--- config.mk ---
export PLATFORM = sky130hd
export DESIGN_NAME = arith_unit_mc
export DESIGN_NICKNAME = d
export VERILOG_FILES = /design/src/rtl/arith_unit_mc.sv
export SDC_FILE = /design/constraint.sdc
export NUM_CORES = 1
export LEC_CHECK = 0
export CORE_ASPECT_RATIO = 1.4
export CORE_MARGIN = 2
export CORE_UTILIZATION = 59
export CTS_BUF_LIST = sky130_fd_sc_hd__clkbuf_8
export CTS_CLUSTER_SIZE = 8
export DETAILED_ROUTE_END_ITERATION = 8
export GPL_TIMING_DRIVEN = 0
export HOLD_SLACK_MARGIN = 0.08
export PLACE_DENSITY = 0.81
export REMOVE_ABC_BUFFERS = 1
export SYNTH_ARGS = -nofsm -noshare
export SYNTH_HDL_FRONTEND = slang
export SYNTH_SLANG_ARGS = --single-unit
export TNS_END_PERCENT = 5
--- constraint.sdc ---
create_clock -name CLK -period 6.2 [get_ports CLK]
set_input_delay 0.62 -clock CLK [delete_from_list [all_inputs] [get_ports CLK]]
set_output_delay 0.62 -clock CLK [all_outputs]
set_load 0.05 [all_outputs]
--- src/rtl/arith_unit_mc.sv ---
// arith_unit_mc: multi-cycle signed ADD/SUB (1 edge), MUL (2-stage), restoring DIV, start/busy handshake
// Ports: CLK/RST (async high); A,B operands; ALU_FUN 0 ADD 1 SUB 2 MUL 3 DIV; Arith_EN start;
//        Busy in flight; Arith_OUT result {rem,quo} for DIV; Arith_Flag one-cycle valid;
//        Carry_OUT carry/borrow; Overflow signed/DIV overflow; Div_Zero divide by zero.
module arith_unit_mc #(
    parameter int WIDTH = 16
) (
    input  logic               CLK,
    input  logic               RST,
    input  logic [WIDTH-1:0]   A,
    input  logic [WIDTH-1:0]   B,
    input  logic [1:0]         ALU_FUN,
    input  logic               Arith_EN,
    output logic               Busy,
    output logic [2*WIDTH-1:0] Arith_OUT,
    output logic               Arith_Flag,
    output logic               Carry_OUT,
    output logic               Overflow,
    output logic               Div_Zero
);
    localparam int W  = WIDTH;
    localparam int CW = $clog2(WIDTH) + 1;

    typedef enum logic [1:0] {IDLE, MUL, DIV, FIX} state_t;

    state_t         state_q, state_d;
    logic [W-1:0]   a_q, a_d, b_q, b_d, rem_q, rem_d, quo_q, quo_d, dv_q, dv_d;
    logic [CW-1:0]  cnt_q, cnt_d;
    logic           qneg_q, qneg_d, rneg_q, rneg_d, ovf_q, ovf_d;
    logic [2*W-1:0] out_q, out_d, prod;
    logic           cy_q, cy_d, ov_q, ov_d, dz_q, dz_d, flag_q, flag_d;
    logic [W:0]     add_x, sub_x, res_x, add_u;
    logic [W-1:0]   mag_a, mag_b;

    // One restoring step: shift the next dividend bit into the partial remainder.
    // The remainder always stays below the divisor, so W bits are enough to hold it.
    function automatic logic [2*W-1:0] div_step(input logic [W-1:0] rem, quo, dv);
        logic [W:0] t, r;
        logic       ge;
        t  = {rem, quo[W-1]};
        ge = t >= {1'b0, dv};
        r  = ge ? t - {1'b0, dv} : t;
        return {r[W-1:0], quo[W-2:0], ge};
    endfunction

    assign add_x = {A[W-1], A} + {B[W-1], B};
    assign sub_x = {A[W-1], A} - {B[W-1], B};
    assign add_u = {1'b0, A} + {1'b0, B};
    assign res_x = ALU_FUN[0] ? sub_x : add_x;
    assign mag_a = A[W-1] ? -A : A;
    assign mag_b = B[W-1] ? -B : B;
    assign prod  = {{W{a_q[W-1]}}, a_q} * {{W{b_q[W-1]}}, b_q};

    always_comb begin
        state_d = state_q;
        a_d     = a_q;
        b_d     = b_q;
        rem_d   = rem_q;
        quo_d   = quo_q;
        dv_d    = dv_q;
        cnt_d   = cnt_q;
        qneg_d  = qneg_q;
        rneg_d  = rneg_q;
        ovf_d   = ovf_q;
        out_d   = out_q;
        cy_d    = cy_q;
        ov_d    = ov_q;
        dz_d    = dz_q;
        flag_d  = 1'b0;
        case (state_q)
            IDLE: if (Arith_EN) begin
                case (ALU_FUN)
                    2'd0, 2'd1: begin
                        out_d  = {{(W-1){res_x[W]}}, res_x};
                        cy_d   = ALU_FUN[0] ? (A < B) : add_u[W];
                        ov_d   = res_x[W] != res_x[W-1];
                        dz_d   = 1'b0;
                        flag_d = 1'b1;
                    end
                    2'd2: begin
                        a_d     = A;
                        b_d     = B;
                        state_d = MUL;
                    end
                    default: if (B == '0) begin
                        out_d  = '0;
                        cy_d   = 1'b0;
                        ov_d   = 1'b0;
                        dz_d   = 1'b1;
                        flag_d = 1'b1;
                    end else begin
                        // The accept edge loads the magnitudes and already performs the first iteration.
                        {rem_d, quo_d} = div_step('0, mag_a, mag_b);
                        dv_d    = mag_b;
                        cnt_d   = CW'(1);
                        qneg_d  = A[W-1] ^ B[W-1];
                        rneg_d  = A[W-1];
                        ovf_d   = (A == {1'b1, {(W-1){1'b0}}}) && (&B);
                        state_d = DIV;
                    end
                endcase
            end
            MUL: begin
                out_d   = prod;
                cy_d    = 1'b0;
                ov_d    = 1'b0;
                dz_d    = 1'b0;
                flag_d  = 1'b1;
                state_d = IDLE;
            end
            DIV: begin
                {rem_d, quo_d} = div_step(rem_q, quo_q, dv_q);
                cnt_d   = cnt_q + CW'(1);
                state_d = (cnt_q == CW'(W-1)) ? FIX : DIV;
            end
            default: begin
                out_d   = {rneg_q ? -rem_q : rem_q, qneg_q ? -quo_q : quo_q};
                cy_d    = 1'b0;
                ov_d    = ovf_q;
                dz_d    = 1'b0;
                flag_d  = 1'b1;
                state_d = IDLE;
            end
        endcase
    end

    always_ff @(posedge CLK or posedge RST) begin
        if (RST) begin
            state_q <= IDLE;
            a_q     <= '0;
            b_q     <= '0;
            rem_q   <= '0;
            quo_q   <= '0;
            dv_q    <= '0;
            cnt_q   <= '0;
            qneg_q  <= 1'b0;
            rneg_q  <= 1'b0;
            ovf_q   <= 1'b0;
            out_q   <= '0;
            cy_q    <= 1'b0;
            ov_q    <= 1'b0;
            dz_q    <= 1'b0;
            flag_q  <= 1'b0;
        end else begin
            state_q <= state_d;
            a_q     <= a_d;
            b_q     <= b_d;
            rem_q   <= rem_d;
            quo_q   <= quo_d;
            dv_q    <= dv_d;
            cnt_q   <= cnt_d;
            qneg_q  <= qneg_d;
            rneg_q  <= rneg_d;
            ovf_q   <= ovf_d;
            out_q   <= out_d;
            cy_q    <= cy_d;
            ov_q    <= ov_d;
            dz_q    <= dz_d;
            flag_q  <= flag_d;
        end
    end

    assign Busy       = state_q != IDLE;
    assign Arith_OUT  = out_q;
    assign Arith_Flag = flag_q;
    assign Carry_OUT  = cy_q;
    assign Overflow   = ov_q;
    assign Div_Zero   = dz_q;
endmodule

==> reports/summary.txt, run 1 <==
number of antenna-violating nets in the routed design: 0
category of the worst setup path launch point: register
max-cap violations: 0
commonest register cell after synthesis: sky130_fd_sc_hd__dfrtp_1
maximum fanout encountered on the critical timing path: 6
violation count after the first detailed-routing iteration: 1,447
DRC viols: 0
Routed WL: 59.27 mm
quantity of hold-fixing buffers added after cts: 0
effective utilization at floorplan: 59.68%
clock tree from TritonCTS: built
Worst Setup End Kind: register
violated checks: setup timing
worst max-slew margin expressed relative to the limit: 14.43%
cell-by-cell listing of the critical path: buf_6 -> and2_1 -> fa_1 -> inv_1 -> fa_1 -> fa_1 -> inv_1 -> fa_1 -> fa_1 -> inv_1 -> fa_1 -> inv_1 -> ha_2 -> and3_4 -> nand3_4 -> a211oi_4 -> o21a_1 -> a221o_1 -> a41o_1 -> mux2i_1 -> o21ai_0
Data required, critical path: 6.54 ns
number of sinks on the clock net: 126
number of I/O pins: 74
DP Worst Slack: -1.127 ns
crit path max-delay cell type: sky130_fd_sc_hd__dfrtp_4
sequential-to-total area share from yosys stat: 16.40%
post-synthesis instance area: 0.01922 mm²
gr ovfl total: 0
average footprint of a synthesized cell: 8.785 µm²
critical path's top delay family: adder cells
global routing usage summed across all routing layers: 35.38%
placement row count: 78
maximum level of the CTS H-tree: 4
setup_tns: -0.6506 ns
clock root buffer master: sky130_fd_sc_hd__clkbuf_8
minimum clock period after layout: 6.342 ns
count of buffering cells on the critical path with inverters included: 5
Detailed Routing Iterations Pass 1: 5
cell occurring most often along the worst timing path: sky130_fd_sc_hd__fa_1
drt via density: 6.244
clock slew at the register clock pins of the worst setup and hold paths: 0.08 ns
setup violation total in the final timing report: 11
Unique masters post-synth: 72
classification of the worst setup path: reg -> reg
dpl cells: 2,569
worst flop-to-flop path startpoint: a_q[11]
number of vias after detailed routing: 16,840
worst r2r path cells: 21
chip height: 217.6 µm
result of the run: complete, but fails checks
count of buffers inserted at the top-level ports: 73
insertion delay to the later sink of the worst-skew pair: 0.48 ns
antenna diode count: 0
buffers from clock root to sink, at most: 2
most common cell after layout, fill and taps aside: sky130_fd_sc_hd__inv_1
core area: 0.03221 mm²
maximum clock frequency: 157.7 MHz
worst setup margin: -0.1415 ns
routability-driven placement congestion ratio: 0.9694
half-perimeter wire length after placement: 41.40 mm
type of the worst min-delay path: reg -> reg
proportion of layout cells with a drive suffix above 1: 12.94%
Inserted Clock Buffers: 17
Synth area leaders: sky130_fd_sc_hd__fa_1 28%, sky130_fd_sc_hd__dfrtp_1 16%, sky130_fd_sc_hd__ha_1 9.1%, sky130_fd_sc_hd__inv_1 7.1%, sky130_fd_sc_hd__nand2_1 4.6%
Routed WL per cell: 21.99 µm
cell depth of the worst hold path: 2
fin cells: 2,696
commonest non-fill, non-tap cells in the layout: 357 x sky130_fd_sc_hd__inv_1, 255 x sky130_fd_sc_hd__fa_1, 230 x sky130_fd_sc_hd__nand2_1
share of Yosys cell area claimed by the top area cell type: 27.60%
vias in the first global route: 17,890
die area: 0.03406 mm²
flip-flop and latch count after synthesis: 126
wire length of the first global-routing pass: 92.74 mm
layout overhead on the synthesized area: 13.98%
number of antenna violations at the first check in global routing: 0
Slew Limit Fails: 0
transition time at the pin with the least slew margin: 1.283 ns
final core area utilization: 68.02%
Hold EP: dv_q[5]
total of warnings raised by yosys: 0
number of nets in the final layout: 2,727
Final Skew: 0.01279 ns
period utilization: 102.3%
Post-synth EDFFs: 0
Yosys top cell by area: sky130_fd_sc_hd__fa_1
Arrival @ worst endpoint: 6.68 ns
maximum number of pins on one net before global-route repair: 82
async set-or-reset flop fraction in the synthesized netlist: 100.0%
largest incremental delay on the critical path: 0.53 ns
start point of the worst hold path: dv_q[5]
die boundary width: 156.5 µm
destination of the worst register-to-register timing path: Arith_OUT[31]
setup slack of the worst register-to-register path: -0.14 ns
Hold Fails Final Rpt: 0
RSZ-0062 raised after global routing: true
Cells after Synth: 2,188
## synth_stat cells, types with 33 or more instances
master                     instances
sky130_fd_sc_hd__a21oi_1          90
sky130_fd_sc_hd__clkbuf_1         89
sky130_fd_sc_hd__fa_1            265
sky130_fd_sc_hd__xnor2_1          77
sky130_fd_sc_hd__nand2_1         236
sky130_fd_sc_hd__dfrtp_1         126
sky130_fd_sc_hd__nor2_1          119
sky130_fd_sc_hd__and2_1          131
sky130_fd_sc_hd__ha_1            140
sky130_fd_sc_hd__o21ai_0          88
sky130_fd_sc_hd__xor2_1           34
sky130_fd_sc_hd__mux2_2           34
sky130_fd_sc_hd__inv_1           366
sky130_fd_sc_hd__a31oi_1          33
## state kept, by name (all words and copies together), names as in the netlist, 2 cells and up
register   cells
cnt_q          5
Arith_OUT     32
quo_q         16
b_q           16
dv_q          16
a_q           16
state_q        2
rem_q         16
## worst reg2reg max path, cell delays in order, from the launching register on
cell	delay, ns
sky130_fd_sc_hd__dfrtp_4	0.53
sky130_fd_sc_hd__buf_6	0.16
sky130_fd_sc_hd__and2_1	0.17
sky130_fd_sc_hd__fa_1	0.49
sky130_fd_sc_hd__inv_1	0.06
sky130_fd_sc_hd__fa_1	0.47
sky130_fd_sc_hd__fa_1	0.52
sky130_fd_sc_hd__inv_1	0.05
sky130_fd_sc_hd__fa_1	0.51
sky130_fd_sc_hd__fa_1	0.51
sky130_fd_sc_hd__inv_1	0.06
sky130_fd_sc_hd__fa_1	0.48
sky130_fd_sc_hd__inv_1	0.04
sky130_fd_sc_hd__ha_2	0.37
sky130_fd_sc_hd__and3_4	0.29
sky130_fd_sc_hd__nand3_4	0.12
sky130_fd_sc_hd__a211oi_4	0.34
sky130_fd_sc_hd__o21a_1	0.26
sky130_fd_sc_hd__a221o_1	0.23
sky130_fd_sc_hd__a41o_1	0.24
sky130_fd_sc_hd__mux2i_1	0.22
sky130_fd_sc_hd__o21ai_0	0.09
## cell type report
cell class	instances	area, µm²
inverter	367	1386
sequential	126	3241
clock inverter	12	75.07
tap	400	500.5
timing repair buffer	179	1730
multi-input combinational	1594	14730
clock buffer	18	247.7
fill	2372	10300
## cells by family (layout without fill, tap and decap cells)
logic type | count (synthesis) | after routing | share of synthesized area, %
AND/OR/NAND/NOR | 623 | 623 | 16.05
buffers and inverters | 468 | 576 | 9.185
adder cells (fa/ha/maj) | 405 | 405 | 36.71
AO/OA/AOI/OAI | 403 | 403 | 13.66
flip-flops | 126 | 126 | 16.40
XOR/XNOR | 111 | 111 | 5.058
multiplexers | 52 | 52 | 2.929
## routing by layer
layer | GRT usage (%) | vias to the layer above | wire length, µm
li1 | - | 7297 | -
met1 | 40.28 | 8401 | 20360
met2 | 61.26 | 829 | 29770
met3 | 6.498 | 308 | 4497
met4 | 21.83 | 0 | 4649
met5 | 0 | - | 0
## worst max-delay path by stage
stage	from	to	cells past startpoint
final	a_q[11]	Arith_OUT[31]	21
after floorplan	b_q[7]	Arith_OUT[30]	22
after global routing	b_q[8]	Arith_OUT[29]	22
after CTS	a_q[6]	Arith_OUT[29]	20
after detailed placement	b_q[1]	Arith_OUT[29]	19
after global placement	B[1]	Arith_OUT[15]	13
## what timing repair did
| action | in CTS | in global routing |
|---|---|---|
| hold endpoints to repair | 0 | 0 |
| buffers inserted | 79 | 16 |
| gates cloned | 0 | 1 |
| setup endpoints to repair | 16 | 18 |
| pin swaps | 30 | 58 |
| resized for setup | 95 | 57 |
## stage by stage
step | instance area, µm² | hold slack (ns)
floorplan | 18830 | 0.4481
global placement | 20060 | 0.4628
detailed placement | 20250 | 0.4709
CTS | 21540 | 0.4882
global route | 21910 | 0.5157
finish | 21910 | 0.4822
Power of run 1 is left out: the tool's default activity adds up to more than one toggle a clock period on the data nets, which glitch-free logic cannot reach.
==> inputs of run 2 (changes only) <==
--- a/config.mk
+++ b/config.mk
@@ -7,13 +7,14 @@
 export LEC_CHECK = 0
 export CORE_ASPECT_RATIO = 1.4
 export CORE_MARGIN = 2
-export CORE_UTILIZATION = 59
+export CORE_UTILIZATION = 61
 export CTS_BUF_LIST = sky130_fd_sc_hd__clkbuf_8
 export CTS_CLUSTER_SIZE = 8
 export DETAILED_ROUTE_END_ITERATION = 8
+export DONT_BUFFER_PORTS = 1
 export GPL_TIMING_DRIVEN = 0
 export HOLD_SLACK_MARGIN = 0.08
-export PLACE_DENSITY = 0.81
+export PLACE_DENSITY = 0.8
 export REMOVE_ABC_BUFFERS = 1
 export SYNTH_ARGS = -nofsm -noshare
 export SYNTH_HDL_FRONTEND = slang
==> reports/summary.txt, run 2 (synthesis results as in run 1) <==
result of the run: complete, but fails checks
violated checks: setup timing
clock tree from TritonCTS: built
largest incremental delay on the critical path: 0.54 ns
wire length of the first global-routing pass: 90.23 mm
period utilization: 103.4%
commonest non-fill, non-tap cells in the layout: 362 x sky130_fd_sc_hd__inv_1, 258 x sky130_fd_sc_hd__fa_1, 234 x sky130_fd_sc_hd__nand2_1
worst max-slew margin expressed relative to the limit: 14.18%
clock slew at the register clock pins of the worst setup and hold paths: 0.08 ns
max FFs per register: 32
minimum clock period after layout: 6.410 ns
cell-by-cell listing of the critical path: buf_4 -> buf_4 -> and2_1 -> fa_1 -> fa_1 -> fa_1 -> fa_1 -> fa_1 -> inv_1 -> fa_1 -> inv_1 -> ha_4 -> a21o_1 -> a211oi_4 -> o2111ai_4 -> o21a_1 -> a221o_1 -> a21oi_2 -> xnor2_1 -> a22oi_1 -> a31oi_1
placement row count: 76
cell occurring most often along the worst timing path: sky130_fd_sc_hd__fa_1
maximum level of the CTS H-tree: 4
drt via density: 6.315
Detailed Routing Iterations Pass 1: 6
Data required, critical path: 6.53 ns
setup violation total in the final timing report: 12
Worst Setup End Kind: register
DRC viols: 0
routability-driven placement congestion ratio: 0.9808
worst r2r path cells: 21
critical path's top delay family: adder cells
cell depth of the worst hold path: 2
type of the worst min-delay path: in -> reg
worst setup margin: -0.2100 ns
Routed WL per cell: 21.55 µm
global routing usage summed across all routing layers: 34.93%
final core area utilization: 67.73%
clock root buffer master: sky130_fd_sc_hd__clkbuf_8
setup slack of the worst register-to-register path: -0.21 ns
Arrival @ worst endpoint: 6.74 ns
Worst path depth: 21
number of antenna violations at the first check in global routing: 1
Inserted Clock Buffers: 17
half-perimeter wire length after placement: 40.78 mm
number of sinks on the clock net: 126
start point of the worst hold path: B[15]
destination of the worst register-to-register timing path: Arith_OUT[29]
maximum number of pins on one net before global-route repair: 88
chip height: 214.0 µm
core area: 0.03090 mm²
number of vias after detailed routing: 16,410
Routed WL: 55.99 mm
Final Skew: 0.01339 ns
max-cap violations: 0
count of buffers inserted at the top-level ports: 0
violation count after the first detailed-routing iteration: 1,556
most common cell after layout, fill and taps aside: sky130_fd_sc_hd__inv_1
number of antenna-violating nets in the routed design: 0
maximum fanout encountered on the critical timing path: 9
transition time at the pin with the least slew margin: 1.283 ns
Hold EP: b_q[15]
buffers from clock root to sink, at most: 2
die boundary width: 154.0 µm
effective utilization at floorplan: 62.19%
category of the worst setup path launch point: register
Hold Fails Final Rpt: 0
gr ovfl total: 0
maximum clock frequency: 156.0 MHz
proportion of layout cells with a drive suffix above 1: 11.55%
insertion delay to the later sink of the worst-skew pair: 0.49 ns
number of I/O pins: 74
vias in the first global route: 17,530
classification of the worst setup path: reg -> reg
layout overhead on the synthesized area: 8.905%
antenna diode count: 0
number of nets in the final layout: 2,637
worst flop-to-flop path startpoint: a_q[6]
crit path max-delay cell type: sky130_fd_sc_hd__dfrtp_4
count of buffering cells on the critical path with inverters included: 4
RSZ-0062 raised after global routing: true
Slew Limit Fails: 0
die area: 0.03297 mm²
-- run 2: cell types whose count changed in the layout (fill, tap and decap cells not counted), sizes merged --
cell / change
buf: -20
clkbuf: -2
clkinv: -4
clkdlybuf4s50: -72
inv: +5
clkinvlp: +3
dlygate4sd3: +1
clkdlybuf4s18: +1
-- run 2: cell type report --
class                      instances  area, µm²
multi-input combinational       1594      14620
fill                            2302       9972
sequential                       126       3236
inverter                         367       1386
timing repair buffer              88      837.1
tap                              390      488.0
clock buffer                      17      234.0
clock inverter                    15      127.6
timing repair inverter             1      5.005
-- run 2: metal layers --
layer	up-vias	wire length [µm]	global-route usage (%)
met1	8167	19160	39.34
li1	7121	-	-
met4	2	4387	24.42
met5	-	15	0
met3	285	4810	7.053
met2	831	27620	59.24
-- run 2: per-stage QoR --
stage	std cells	hold slack [ns]	cell area, µm²	setup slack (ns)	TNS (ns)
after floorplan	2087	0.4481	18830	-0.09397	-0.1338
after global placement	2477	0.4690	19320	-1.914	-40.06
after detailed placement	2486	0.4745	19490	-1.421	-14.20
after CTS	2593	0.2482	20800	-0.1778	-0.6650
after global routing	2598	0.2625	20930	-0.3713	-3.715
final	2598	0.2737	20930	-0.2100	-1.323
-- run 2: what timing repair did --
action                     4_1_cts  5_1_grt
hold buffers                     1        0
setup endpoints to repair       16       17
hold endpoints to repair        39        0
gates cloned                     1        0
pin swaps                       16       22
setup buffers                   73        4
gates resized for setup         86       20
-- run 2: worst register-to-register path, cell delays in order, from the launching register on --
cell and delay [ns]:
sky130_fd_sc_hd__dfrtp_4 0.54, sky130_fd_sc_hd__buf_4 0.18, sky130_fd_sc_hd__buf_4 0.14, sky130_fd_sc_hd__and2_1 0.17, sky130_fd_sc_hd__fa_1 0.52, sky130_fd_sc_hd__fa_1 0.43, sky130_fd_sc_hd__fa_1 0.52, sky130_fd_sc_hd__fa_1 0.44
sky130_fd_sc_hd__fa_1 0.54, sky130_fd_sc_hd__inv_1 0.07, sky130_fd_sc_hd__fa_1 0.48, sky130_fd_sc_hd__inv_1 0.06, sky130_fd_sc_hd__ha_4 0.24, sky130_fd_sc_hd__a21o_1 0.20, sky130_fd_sc_hd__a211oi_4 0.34, sky130_fd_sc_hd__o2111ai_4 0.22
sky130_fd_sc_hd__o21a_1 0.23, sky130_fd_sc_hd__a221o_1 0.34, sky130_fd_sc_hd__a21oi_2 0.17, sky130_fd_sc_hd__xnor2_1 0.08, sky130_fd_sc_hd__a22oi_1 0.21, sky130_fd_sc_hd__a31oi_1 0.12
-- run 2: how the worst max path moves through the flow --
stage,startpoint,to,slack [ns]
after CTS,a_q[6],Arith_OUT[29],-0.18
final,a_q[6],Arith_OUT[29],-0.21
after global routing,a_q[7],Arith_OUT[29],-0.37
after detailed placement,b_q[1],Arith_OUT[29],-1.42
after floorplan,b_q[7],Arith_OUT[30],-0.09
after global placement,state_q[1],Arith_OUT[15],-1.91
Power of run 2 is left out for the same reason.
==> inputs of run 3 (changes only) <==
==> constraint.sdc (replaced) <==
create_clock -name CLK -period 5.38 [get_ports CLK]
set_input_delay 0.538 -clock CLK [delete_from_list [all_inputs] [get_ports CLK]]
set_output_delay 0.538 -clock CLK [all_outputs]
set_load 0.05 [all_outputs]
==> reports/summary.txt, run 3 (synthesis results as in run 1) <==
vias in the first global route: 17,600
largest incremental delay on the critical path: 0.56 ns
chip height: 214.0 µm
maximum clock frequency: 155.1 MHz
final design area excluding fillers: 0.02099 mm²
number of sinks on the clock net: 126
start point of the worst hold path: B[15]
maximum level of the CTS H-tree: 4
Final Skew: 0.01347 ns
GRT met1 Usage: 39.22%
cell occurring most often along the worst timing path: sky130_fd_sc_hd__fa_1
layout overhead on the synthesized area: 9.178%
most common cell after layout, fill and taps aside: sky130_fd_sc_hd__inv_1
setup violation total in the final timing report: 21
clock root buffer master: sky130_fd_sc_hd__clkbuf_8
violated checks: setup timing
worst max-slew margin expressed relative to the limit: 10.27%
die area: 0.03297 mm²
number of vias after detailed routing: 16,420
number of nets in the final layout: 2,637
die boundary width: 154.0 µm
worst setup margin: -1.069 ns
classification of the worst setup path: reg -> reg
routability-driven placement congestion ratio: 0.9808
max FFs per register: 32
Hold EP: b_q[15]
Cell Area, Placed: 0.01949 mm²
commonest non-fill, non-tap cells in the layout: 363 x sky130_fd_sc_hd__inv_1, 259 x sky130_fd_sc_hd__fa_1, 233 x sky130_fd_sc_hd__nand2_1
number of I/O pins: 74
maximum fanout encountered on the critical timing path: 5
cell depth of the worst hold path: 2
Worst path depth: 21
Slew Limit Fails: 0
setup slack of the worst register-to-register path: -1.07 ns
proportion of layout cells with a drive suffix above 1: 11.82%
worst setup path start: a_q[5]
type of the worst min-delay path: in -> reg
result of the run: complete, but fails checks
effective utilization at floorplan: 62.19%
wire length of the first global-routing pass: 90.52 mm
number of antenna-violating nets in the routed design: 0
Arrival @ worst endpoint: 6.77 ns
period utilization: 119.9%
met3 track utilization from global routing: 7.599%
crit path max-delay cell type: sky130_fd_sc_hd__fa_1
Routed WL per cell: 21.69 µm
worst r2r path cells: 21
buffers from clock root to sink, at most: 2
clock slew at the register clock pins of the worst setup and hold paths: 0.09 ns
cell-by-cell listing of the critical path: buf_12 -> and2_1 -> fa_1 -> inv_1 -> fa_1 -> fa_1 -> inv_1 -> fa_1 -> fa_1 -> inv_1 -> fa_1 -> inv_1 -> ha_4 -> and4_4 -> a221o_1 -> a41o_2 -> a21o_1 -> nand2_1 -> nor3_1 -> o31ai_2 -> a41oi_2
Data required, critical path: 5.70 ns
destination of the worst register-to-register timing path: Arith_OUT[20]
minimum clock period after layout: 6.449 ns
count of buffering cells on the critical path with inverters included: 5
global routing usage summed across all routing layers: 35.06%
GR peak layer: met2
category of the worst setup path launch point: register
violation count after the first detailed-routing iteration: 1,563
drt via density: 6.319
GRT met2 Usage: 59.72%
worst flop-to-flop path startpoint: a_q[5]
DRC viols: 0
transition time at the pin with the least slew margin: 1.346 ns
half-perimeter wire length after placement: 40.78 mm
fin cells: 2,599
Filler cells: 2,291
clock tree from TritonCTS: built
max-cap violations: 0
placement row count: 76
Inserted Clock Buffers: 17
Worst Setup End Kind: register
core area: 0.03090 mm²
RSZ-0062 raised after global routing: true
gr ovfl total: 0
insertion delay to the later sink of the worst-skew pair: 0.49 ns
Detailed Routing Iterations Pass 1: 8
dpl cells: 2,486
critical path's top delay family: adder cells
number of antenna violations at the first check in global routing: 2
Routed WL: 56.37 mm
count of buffers inserted at the top-level ports: 0
maximum number of pins on one net before global-route repair: 88
Hold Fails Final Rpt: 0
## run 3: cell types whose count changed in the layout (fill, tap and decap cells not counted), moves of 2 or more
cell / change
sky130_fd_sc_hd__a31oi_1: -2
sky130_fd_sc_hd__a31oi_2: +2
sky130_fd_sc_hd__buf_4: +2
sky130_fd_sc_hd__buf_6: -2
sky130_fd_sc_hd__ha_1: -2
sky130_fd_sc_hd__ha_4: +2
## run 3: timing repair
action / 4_1_cts / 5_1_grt
endpoints found under the hold margin: 39 / 0
cloned: 1 / 0
endpoints found under the setup margin: 22 / 23
buffers inserted: 73 / 4
hold buffers: 1 / 0
gates resized for setup: 94 / 18
pin swaps: 22 / 32
## run 3: metrics by stage
stage / util (%) / TNS (ns) / hold slack (ns) / setup WS (ns)
floorplan: - / -9.061 / 0.4481 / -0.9140
global placement: 62.52 / -82.17 / 0.4690 / -2.734
detailed placement: 63.08 / -29.72 / 0.4327 / -2.241
CTS: 67.45 / -14.26 / 0.1662 / -0.9978
global route: 67.90 / -19.35 / 0.1814 / -1.155
finish: 67.90 / -15.67 / 0.1817 / -1.069
## run 3: worst max path at each step
stage	endpoint	slack [ns]
floorplan	Arith_OUT[30]	-0.91
global placement	Arith_OUT[15]	-2.73
detailed placement	Arith_OUT[29]	-2.24
CTS	Arith_OUT[29]	-1.0
global route	Arith_OUT[29]	-1.15
finish	Arith_OUT[20]	-1.07
## run 3: metal layers
metal | part of all wire [%] | vias to the layer above | wire (µm)
met2 | 50 | 869 | 28030
met1 | 34 | 8136 | 19320
met5 | 0.023 | - | 13
met4 | 7.5 | 2 | 4255
met3 | 8.4 | 289 | 4751
li1 | - | 7126 | -
## run 3: final cells by class
type	instances	area, µm²	share of cell area [%]
inverter	367	1386	6.606
tap	390	488.0	2.325
multi-input combinational	1594	14680	69.94
timing repair buffer	88	829.5	3.953
antenna	1	2.502	0.01192
clock buffer	17	234.0	1.115
timing repair inverter	1	5.005	0.02385
sequential	126	3236	15.42
clock inverter	15	127.6	0.6082
Power of run 3 is left out for the same reason.
